--- config.mk ---
export PLATFORM = sky130hd
export DESIGN_NAME = fpu_exp_sub_flat
export DESIGN_NICKNAME = d
export VERILOG_FILES = /design/src/rtl/fpu_exp_sub_if.sv /design/src/rtl/fpu_exp_sub.sv /design/src/flat_wrapper.sv
export SDC_FILE = /design/constraint.sdc
export NUM_CORES = 1
export LEC_CHECK = 0
export CAP_MARGIN = 20
export CORE_ASPECT_RATIO = 1.2
export CORE_MARGIN = 4
export CORE_UTILIZATION = 50
export CTS_CLUSTER_DIAMETER = 100
export CTS_CLUSTER_SIZE = 10
export DETAILED_ROUTE_END_ITERATION = 6
export PLACE_DENSITY = 0.83
export SYNTH_ARGS = -nofsm -noshare
export SYNTH_HDL_FRONTEND = slang
export SYNTH_SLANG_ARGS = --single-unit
--- constraint.sdc ---
create_clock -name clk -period 7.7 [get_ports clk]
set_clock_uncertainty 0.1 [all_clocks]
set_input_delay 2.31 -clock clk [delete_from_list [all_inputs] [get_ports clk]]
set_output_delay 2.31 -clock clk [all_outputs]
set_load 0.02 [all_outputs]
--- src/rtl/fpu_exp_sub_if.sv ---
// Handshake and data bundle for the double-precision exponent-difference stage.
// master drives operands and consumes results; slave is the stage itself.
interface fpu_exp_sub_if;
  logic        in_valid;
  logic [10:0] ea;
  logic [10:0] eb;
  logic        out_valid;
  logic        eb_gt_ea;
  logic [10:0] as;
  logic [5:0]  as_sat;

  modport master (
    output in_valid,
    output ea,
    output eb,
    input  out_valid,
    input  eb_gt_ea,
    input  as,
    input  as_sat
  );

  modport slave (
    input  in_valid,
    input  ea,
    input  eb,
    output out_valid,
    output eb_gt_ea,
    output as,
    output as_sat
  );
endinterface

--- src/rtl/fpu_exp_sub.sv ---
// Registered exponent-difference stage: larger-exponent select, |ea - eb| and a
// 6-bit saturated alignment shift distance, with one cycle of latency.
module fpu_exp_sub (
  input  logic         clk,
  input  logic         rst,
  fpu_exp_sub_if.slave bus
);

  logic [11:0] diff;
  logic        borrow;
  logic [10:0] mag;
  logic [5:0]  sat;

  logic        valid_d, valid_q;
  logic        gt_d, gt_q;
  logic [10:0] as_d, as_q;
  logic [5:0]  sat_d, sat_q;

  // Single subtractor; the borrow flags eb > ea and selects a two's-complement negate.
  always_comb begin
    diff   = {1'b0, bus.ea} - {1'b0, bus.eb};
    borrow = diff[11];
    mag    = borrow ? (~diff[10:0] + 11'd1) : diff[10:0];
    sat    = (mag[10:6] != 5'd0) ? 6'd63 : mag[5:0];
  end

  // Data registers hold when idle; consumers qualify them with out_valid.
  always_comb begin
    valid_d = bus.in_valid;
    gt_d    = gt_q;
    as_d    = as_q;
    sat_d   = sat_q;
    if (bus.in_valid) begin
      gt_d  = borrow;
      as_d  = mag;
      sat_d = sat;
    end
  end

  always_ff @(posedge clk) begin
    if (rst) begin
      valid_q <= 1'b0;
      gt_q    <= 1'b0;
      as_q    <= 11'd0;
      sat_q   <= 6'd0;
    end else begin
      valid_q <= valid_d;
      gt_q    <= gt_d;
      as_q    <= as_d;
      sat_q   <= sat_d;
    end
  end

  assign bus.out_valid = valid_q;
  assign bus.eb_gt_ea  = gt_q;
  assign bus.as        = as_q;
  assign bus.as_sat    = sat_q;

endmodule

--- src/flat_wrapper.sv ---
// flat-port wrapper written by rule: the top's interface ports become plain ports
module fpu_exp_sub_flat 
  (clk, rst, bus_in_valid, bus_ea, bus_eb, bus_out_valid, bus_eb_gt_ea, bus_as, bus_as_sat);
  fpu_exp_sub_if bus_i ();
  input  logic clk;
  input  logic rst;
  input wire logic [$bits(bus_i.in_valid)-1:0] bus_in_valid;
  input wire logic [$bits(bus_i.ea)-1:0] bus_ea;
  input wire logic [$bits(bus_i.eb)-1:0] bus_eb;
  output wire logic [$bits(bus_i.out_valid)-1:0] bus_out_valid;
  output wire logic [$bits(bus_i.eb_gt_ea)-1:0] bus_eb_gt_ea;
  output wire logic [$bits(bus_i.as)-1:0] bus_as;
  output wire logic [$bits(bus_i.as_sat)-1:0] bus_as_sat;
  assign bus_i.in_valid = bus_in_valid;
  assign bus_i.ea = bus_ea;
  assign bus_i.eb = bus_eb;
  assign bus_out_valid = bus_i.out_valid;
  assign bus_eb_gt_ea = bus_i.eb_gt_ea;
  assign bus_as = bus_i.as;
  assign bus_as_sat = bus_i.as_sat;
  fpu_exp_sub u_core (.clk(clk), .rst(rst), .bus(bus_i));
endmodule
==> summary.txt, run 1 <==
Floorplan
  – Area of the core: 0.00308 sq mm
  – Core Rows: 22
  – DIE WIDTH: 59.8 um
  – Vert. Die Dim: 70.1 um
  – Area of the die: 0.00419 sq mm
  – Initial core utilization: 0.522
  – IO Count: 44

STA
  – Unrepaired setup endpoints after global routing: no
  – Max-slew violation count: 0
  – Final hold vios: 0
  – Minimum clock period: 5240 ps
  – Period utilization: 0.681
  – Number of setup violations in the final report: 0
  – Achievable Freq: 191 MHz
  – Relative max-transition margin: 0.360
  – Setup tns final: 0 ps
  – Slew of the pin with the lowest slew margin: 957 ps

Yosys
  – Net count after synthesis: 242
  – Instance count of the mapped netlist: 204
  – Post-synthesis cell area: 0.00161 sq mm
  – Async set-or-reset flop fraction in the synthesized netlist: 0
  – EDFF count, synth: 0
  – Number of synthesized register bits: 19
  – Top cells by area in the synthesized netlist: dfxtp_1, ha_1, nor2_1
  – Average footprint of a synthesized cell: 7.88 sq um
  – Share of the yosys chip area belonging to registers: 0.237
  – Synth warn: 0
  – Area fraction of the dominant cell type after synthesis: 0.237
  – Number of unique standard cell types used by synthesis: 48
  – Dominant cell type by area after synthesis: dfxtp_1
  – Main synth FF type: dfxtp_1

Setup path
  – Critical path required time: 7750 ps
  – Reg2Reg Setup Slack: 6830 ps
  – Crit path largest cell delay: 500 ps
  – Reg-to-reg critical path startpoint: u_core.bus.as_sat[4]
  – Cell Chain, Critical Path: clkdlybuf4s50_1, inv_1, ha_1, fa_1, nand2b_1, a21oi_1, xor2_1, nor3b_2, and3_1, or4_4, a21oi_4, a311oi_1
  – Slowest stage cell, crit path: or4_4
  – Path type of the worst setup path: input port to register
  – CP Capture Type: register
  – Reg2reg path depth: 2
  – Maximum fanout count along the critical path: 6
  – Worst R2R End: u_core.bus.as_sat[4]
  – Critical path startpoint category: input port
  – Data arrival time of the critical path: 5290 ps

Clock network
  – Count of instances resized after the clock tree is built: 0
  – Clock buffer count from CTS: 3
  – Cts hold-fix bufs: 0
  – Latest clock arrival within the worst-skew pair: 290 ps
  – Root buffer cell: clkbuf_4
  – Clock sink total: 19
  – Clock tree from TritonCTS: yes
  – Number of H-tree levels: 1
  – Longest Clk Path Bufs: 2
  – CTS clk-pin slew, worst paths: 100 ps
  – Buffers inserted by post-CTS timing repair: 0

Place
  – Placed cell count: 273
  – Count of buffers from port buffering: 43
  – Detail Placement HPWL: 2750 um
  – Routability cong.: 0.962

GRT
  – Overall global routing resource usage: 0.159
  – Global-route wire length before repair: 5570 um
  – Via count of the first global-routing pass: 1,382
  – Leftover overflow at the end of global routing: 0
  – Initial antenna violation count: 0
  – Largest net degree at the start of global routing: 31

Route
  – Post-route ant nets: 0
  – Detailed Route WL: 3340 um
  – Number of design rule violations left after detail routing: 0
  – First drt pass iteration count: 4
  – Detailed-route via count: 1,560
  – Iteration-0 DRC count of the detailed router: 68
  – Routed length per placed instance: 12.1 um
  – Routed vias/inst: 5.63

Min path
  – Hold Path Stages: 2
  – Hold Crit Class: register to register
  – Worst min-delay path endpoint: u_core.bus.as[0]
  – Launch instance of the worst min-delay path: u_core.bus.as[0]

Power and ir drop
  – Maximum VDD drop: 0.123 mV
  – Leakage power summed over all cells: 0.000837 uW
  – Power per standard cell area: 158 mW/mm^2
  – Final Power: 326 uW

Final layout
  – Diode count: 0
  – Ratio of cells with drive above 1 in the final layout: 0.0747
  – Fin cells: 277
  – Layout-stage area growth over the synthesis result: 28.5%
  – Layout Nets: 280

Job
  – Number of maximum-capacitance constraint violations: 0

Outcome
  – Run status: finished clean
==> cell usage after synthesis, types with 2 or more instances <==
library cell	number
or3_1	3
o21ai_0	4
dfxtp_1	19
a211oi_1	13
o211ai_1	2
nand3_1	3
buf_1	2
nand2_1	8
nand2b_1	3
ha_1	12
mux2i_1	2
nor2b_1	2
and3_1	2
xor2_1	7
nand4_1	2
a21oi_1	10
nor3_1	4
o31ai_2	2
nor2_1	34
a311oi_1	6
o2111ai_1	3
inv_1	19
o21ai_1	3
nand3b_1	2
o311a_1	2
xnor2_1	7
clkbuf_1	7
==> stage by stage <==
stage / instance area (sq um) / setup slack (ps) / util / hold slack [ps]
2_1_floorplan: 1610 / 2840 / - / 446
3_3_place_gp: 2040 / 2190 / 0.661 / 373
3_5_place_dp: 2040 / 2160 / 0.661 / 373
4_1_cts: 2070 / 2460 / 0.670 / 388
5_1_grt: 2070 / 2210 / 0.670 / 402
6_report: 2070 / 2460 / 0.670 / 384
==> kinds of logic after synthesis <==
logic type                 count (synthesis)  share of synthesized area
buffers and inverters                     29                     0.0724
AOI/OAI and AO/OA                         56                      0.278
muxes                                      2                     0.0125
DFF                                       19                      0.237
adders and majority gates                 13                      0.106
xor gates and xnor gates                  14                     0.0763
and+or+nand+nor                           71                      0.219
==> cell type report <==
cell class                      instances  area, sq um
Multi-Input combinational cell        156         1110
Timing Repair Buffer                   43          430
Clock inverter                          1         5.00
Clock buffer                            3         22.5
Tap cell                               36         45.0
Sequential cell                        19          380
Inverter                               19         71.3
Fill cell                             251         1020
==> how the worst max path moves through the flow <==
stage	startpoint	endpoint	slack (ps)	depth (start not counted)
3_3_place_gp	bus_ea[0]	u_core.bus.as_sat[0]	2190	12
4_1_cts	bus_ea[0]	u_core.bus.as_sat[4]	2460	12
3_5_place_dp	bus_ea[0]	u_core.bus.as_sat[4]	2160	12
5_1_grt	bus_ea[0]	u_core.bus.as_sat[0]	2210	12
2_1_floorplan	bus_ea[0]	u_core.bus.as_sat[2]	2840	11
6_report	bus_ea[0]	u_core.bus.as_sat[4]	2460	12
==> critical path, delay by kind of cell <==
kind	cells	cell delay (ps)
buf+inv	2	490
simple gates	4	1010
xor+xnor	1	350
fa+ha+maj	2	620
compound gates	3	510
==> flip-flops by register name (all words and copies together), names as in the netlist <==
register / count
u_core.bus.as_sat: 6
u_core.bus.as: 11
u_core.bus.eb_gt_ea: 1
u_core.bus.out_valid: 1
==> cells in the final DEF (no fill, tap or decap), types with 2 or more instances in the layout <==
cell type,instances
clkdlybuf4s50_1,43
nor2_1,34
inv_1,19
dfxtp_1,19
a211oi_1,13
ha_1,12
a21oi_1,10
nand2_1,8
xnor2_1,7
xor2_1,7
a311oi_1,6
o21ai_0,4
nor3_1,4
o2111ai_1,3
o21ai_1,3
or3_1,3
nand3_1,3
nand2b_1,3
clkbuf_4,3
nor2b_1,2
o311a_1,2
nand3b_1,2
mux2i_1,2
o211ai_1,2
nand4_1,2
and3_1,2
o31ai_2,2
==> power breakdown <==
group	internal (uW)	switching (uW)
registers	109	5.03
clock network	19.3	28.7
logic	74.4	90.0
==> per-layer routing <==
layer	GRT usage	vias to the layer above	part of all wire	routed length [um]
li1	-	810	-	-
met3	0.0166	2	0.043	144
met4	0.0443	0	0.0036	12
met5	0	-	0	0
met1	0.184	708	0.45	1500
met2	0.294	40	0.50	1690
Note: power is estimated with default switching activity, not from simulation.
==> inputs of run 2 (changes only) <==
- CORE_UTILIZATION: 50 -> 48
- PLACE_DENSITY: 0.83 -> 0.8
- clock period: 7.7 -> 5.3 ns (I/O delays scaled with it)
==> summary.txt, run 2 (synthesis results as in run 1) <==
Power and ir drop
  – Maximum VDD drop: 0.192 mV (+56%)
  – Leakage power summed over all cells: 0.000842 uW (+0.57%)
  – Power per standard cell area: 229 mW/mm^2 (+45%)

GRT
  – Largest net degree at the start of global routing: 31 (unchanged)
  – Via count of the first global-routing pass: 1,414 (+2.3%)
  – Leftover overflow at the end of global routing: 0 (unchanged)
  – Global-route wire length before repair: 5820 um (+4.5%)
  – Overall global routing resource usage: 0.164 (+0.00474)
  – Initial antenna violation count: 0 (unchanged)

Setup path
  – Data arrival time of the critical path: 4700 ps (-590 ps)
  – Reg-to-reg critical path startpoint: u_core.bus.as_sat[4]
  – CP Capture Type: register
  – Reg2reg path depth: 2 (unchanged)
  – Reg2Reg Setup Slack: 4470 ps (-2360 ps)
  – Path type of the worst setup path: input port to register
  – Worst R2R End: u_core.bus.as_sat[4]
  – Maximum fanout count along the critical path: 6 (unchanged)
  – Critical path startpoint category: input port
  – Critical path required time: 5400 ps (-2350 ps)

Route
  – First drt pass iteration count: 4 (unchanged)
  – Number of design rule violations left after detail routing: 0 (unchanged)
  – Post-route ant nets: 0 (unchanged)
  – Detailed Route WL: 3510 um (+5.0%)
  – Detailed-route via count: 1,563 (+0.19%)
  – Routed vias/inst: 5.62 (-0.17%)
  – Iteration-0 DRC count of the detailed router: 43 (-37%)
  – Routed length per placed instance: 12.6 um (+4.7%)

Floorplan
  – Area of the die: 0.00434 sq mm (+3.6%)
  – Core Rows: 22 (unchanged)
  – DIE WIDTH: 60.8 um (+1.8%)
  – Area of the core: 0.00314 sq mm (+1.8%)
  – IO Count: 44 (unchanged)
  – Vert. Die Dim: 71.4 um (+1.8%)
  – Initial core utilization: 0.512 (-0.00915)

STA
  – Unrepaired setup endpoints after global routing: no
  – Relative max-transition margin: 0.499 (+0.140)
  – Minimum clock period: 4600 ps
  – Number of setup violations in the final report: 0 (unchanged)
  – Setup tns final: 0 ps (unchanged)
  – Period utilization: 0.868
  – Max-slew violation count: 0 (unchanged)
  – Slew of the pin with the lowest slew margin: 732 ps (-225 ps)
  – Final hold vios: 0 (unchanged)
  – Achievable Freq: 217 MHz
  – Worst slack on hold paths: 389 ps (+4.86 ps)

Clock network
  – Clock tree from TritonCTS: yes
  – Latest clock arrival within the worst-skew pair: 290 ps (about the same)
  – Longest Clk Path Bufs: 2 (unchanged)
  – Buffers inserted by post-CTS timing repair: 0 (unchanged)
  – Number of H-tree levels: 1 (unchanged)
  – Clock sink total: 19 (unchanged)
  – CTS clk-pin slew, worst paths: 100 ps (about the same)
  – Root buffer cell: clkbuf_4
  – Clock buffer count from CTS: 3 (unchanged)
  – Count of instances resized after the clock tree is built: 0 (unchanged)
  – Cts hold-fix bufs: 0 (unchanged)

Place
  – Detail Placement HPWL: 2860 um (+4.3%)
  – Count of buffers from port buffering: 43 (unchanged)
  – Routability cong.: 0.943 (-2.0%)

Final layout
  – Area of all sequential standard cells: 380 sq um (unchanged)
  – Number of flip-flops in the largest register: 11 (unchanged)
  – Top library cells by usage in the layout, fill and taps aside: clkdlybuf4s50_1, nor2_1, inv_1, dfxtp_1, a211oi_1
  – Layout Nets: 281 (+0.36%)
  – Layout-stage area growth over the synthesis result: 28.9%
  – Combined area of the multi-input logic cells: 0.00111 sq mm (unchanged)
  – Ratio of cells with drive above 1 in the final layout: 0.0785 (+0.00382)
  – Most common cell after layout, fill and taps aside: clkdlybuf4s50_1
  – Number of fill cells: 293 (+17%)
  – Diode count: 0 (unchanged)

Min path
  – Hold Crit Class: register to register
  – Launch instance of the worst min-delay path: u_core.bus.as[2]
  – Worst min-delay path endpoint: u_core.bus.as[2]
  – Hold Path Stages: 2 (unchanged)

Outcome
  – Run status: finished clean

Job
  – Number of maximum-capacitance constraint violations: 0 (unchanged)
run 2: final cells by class:
type	instances	share of cell area
clock buffer	3	0.0109
clock inverter	1	0.00241
inverter	19	0.0344
multi-input combinational	156	0.536
sequential	19	0.183
tap	36	0.0217
timing repair buffer	44	0.211
run 2: power breakdown:
| group | leakage [uW] | internal, uW | switching [uW] |
|---|---|---|---|
| combinational | 0.000666 | 108 | 132 |
| sequential | 0.000159 | 158 | 7.62 |
| clock | 0.0000177 | 28.1 | 41.4 |
| total | 0.000842 | 294 | 181 |
run 2: how the worst max path moves through the flow:
stage                          from                    to  slack [ps]
after CTS                 bus_ea[0]  u_core.bus.as_sat[1]         770
after detailed placement  bus_ea[0]  u_core.bus.as_sat[2]         470
final                     bus_ea[0]  u_core.bus.as_sat[1]         700
after floorplan           bus_ea[0]  u_core.bus.as_sat[2]        1160
after global routing      bus_ea[0]  u_core.bus.as_sat[2]         610
after global placement    bus_ea[0]  u_core.bus.as_sat[0]         500
run 2: worst max-delay path: stages:
cell	delay (ps)
clkdlybuf4s50_1	450
inv_1	40
ha_1	200
fa_1	410
nand2b_1	180
a21oi_1	160
xor2_1	140
a2111oi_0	700
a211oi_1	140
xnor2_1	340
a21oi_4	80
a311oi_1	270
run 2: routing by layer:
metal | global-route usage | part of all wire
met1 | 0.197 | 0.43
met2 | 0.295 | 0.50
met3 | 0.00721 | 0.054
met4 | 0.0651 | 0.017
met5 | 0 | 0
run 2: stage by stage:
step	power, uW	setup slack (ps)	cells	util	instance area, sq um
2_1_floorplan	335	1160	204	-	1610
3_3_place_gp	404	503	274	0.652	2050
3_5_place_dp	409	469	274	0.652	2050
4_1_cts	480	771	278	0.661	2070
5_1_grt	509	606	278	0.661	2070
6_report	476	699	278	0.661	2070
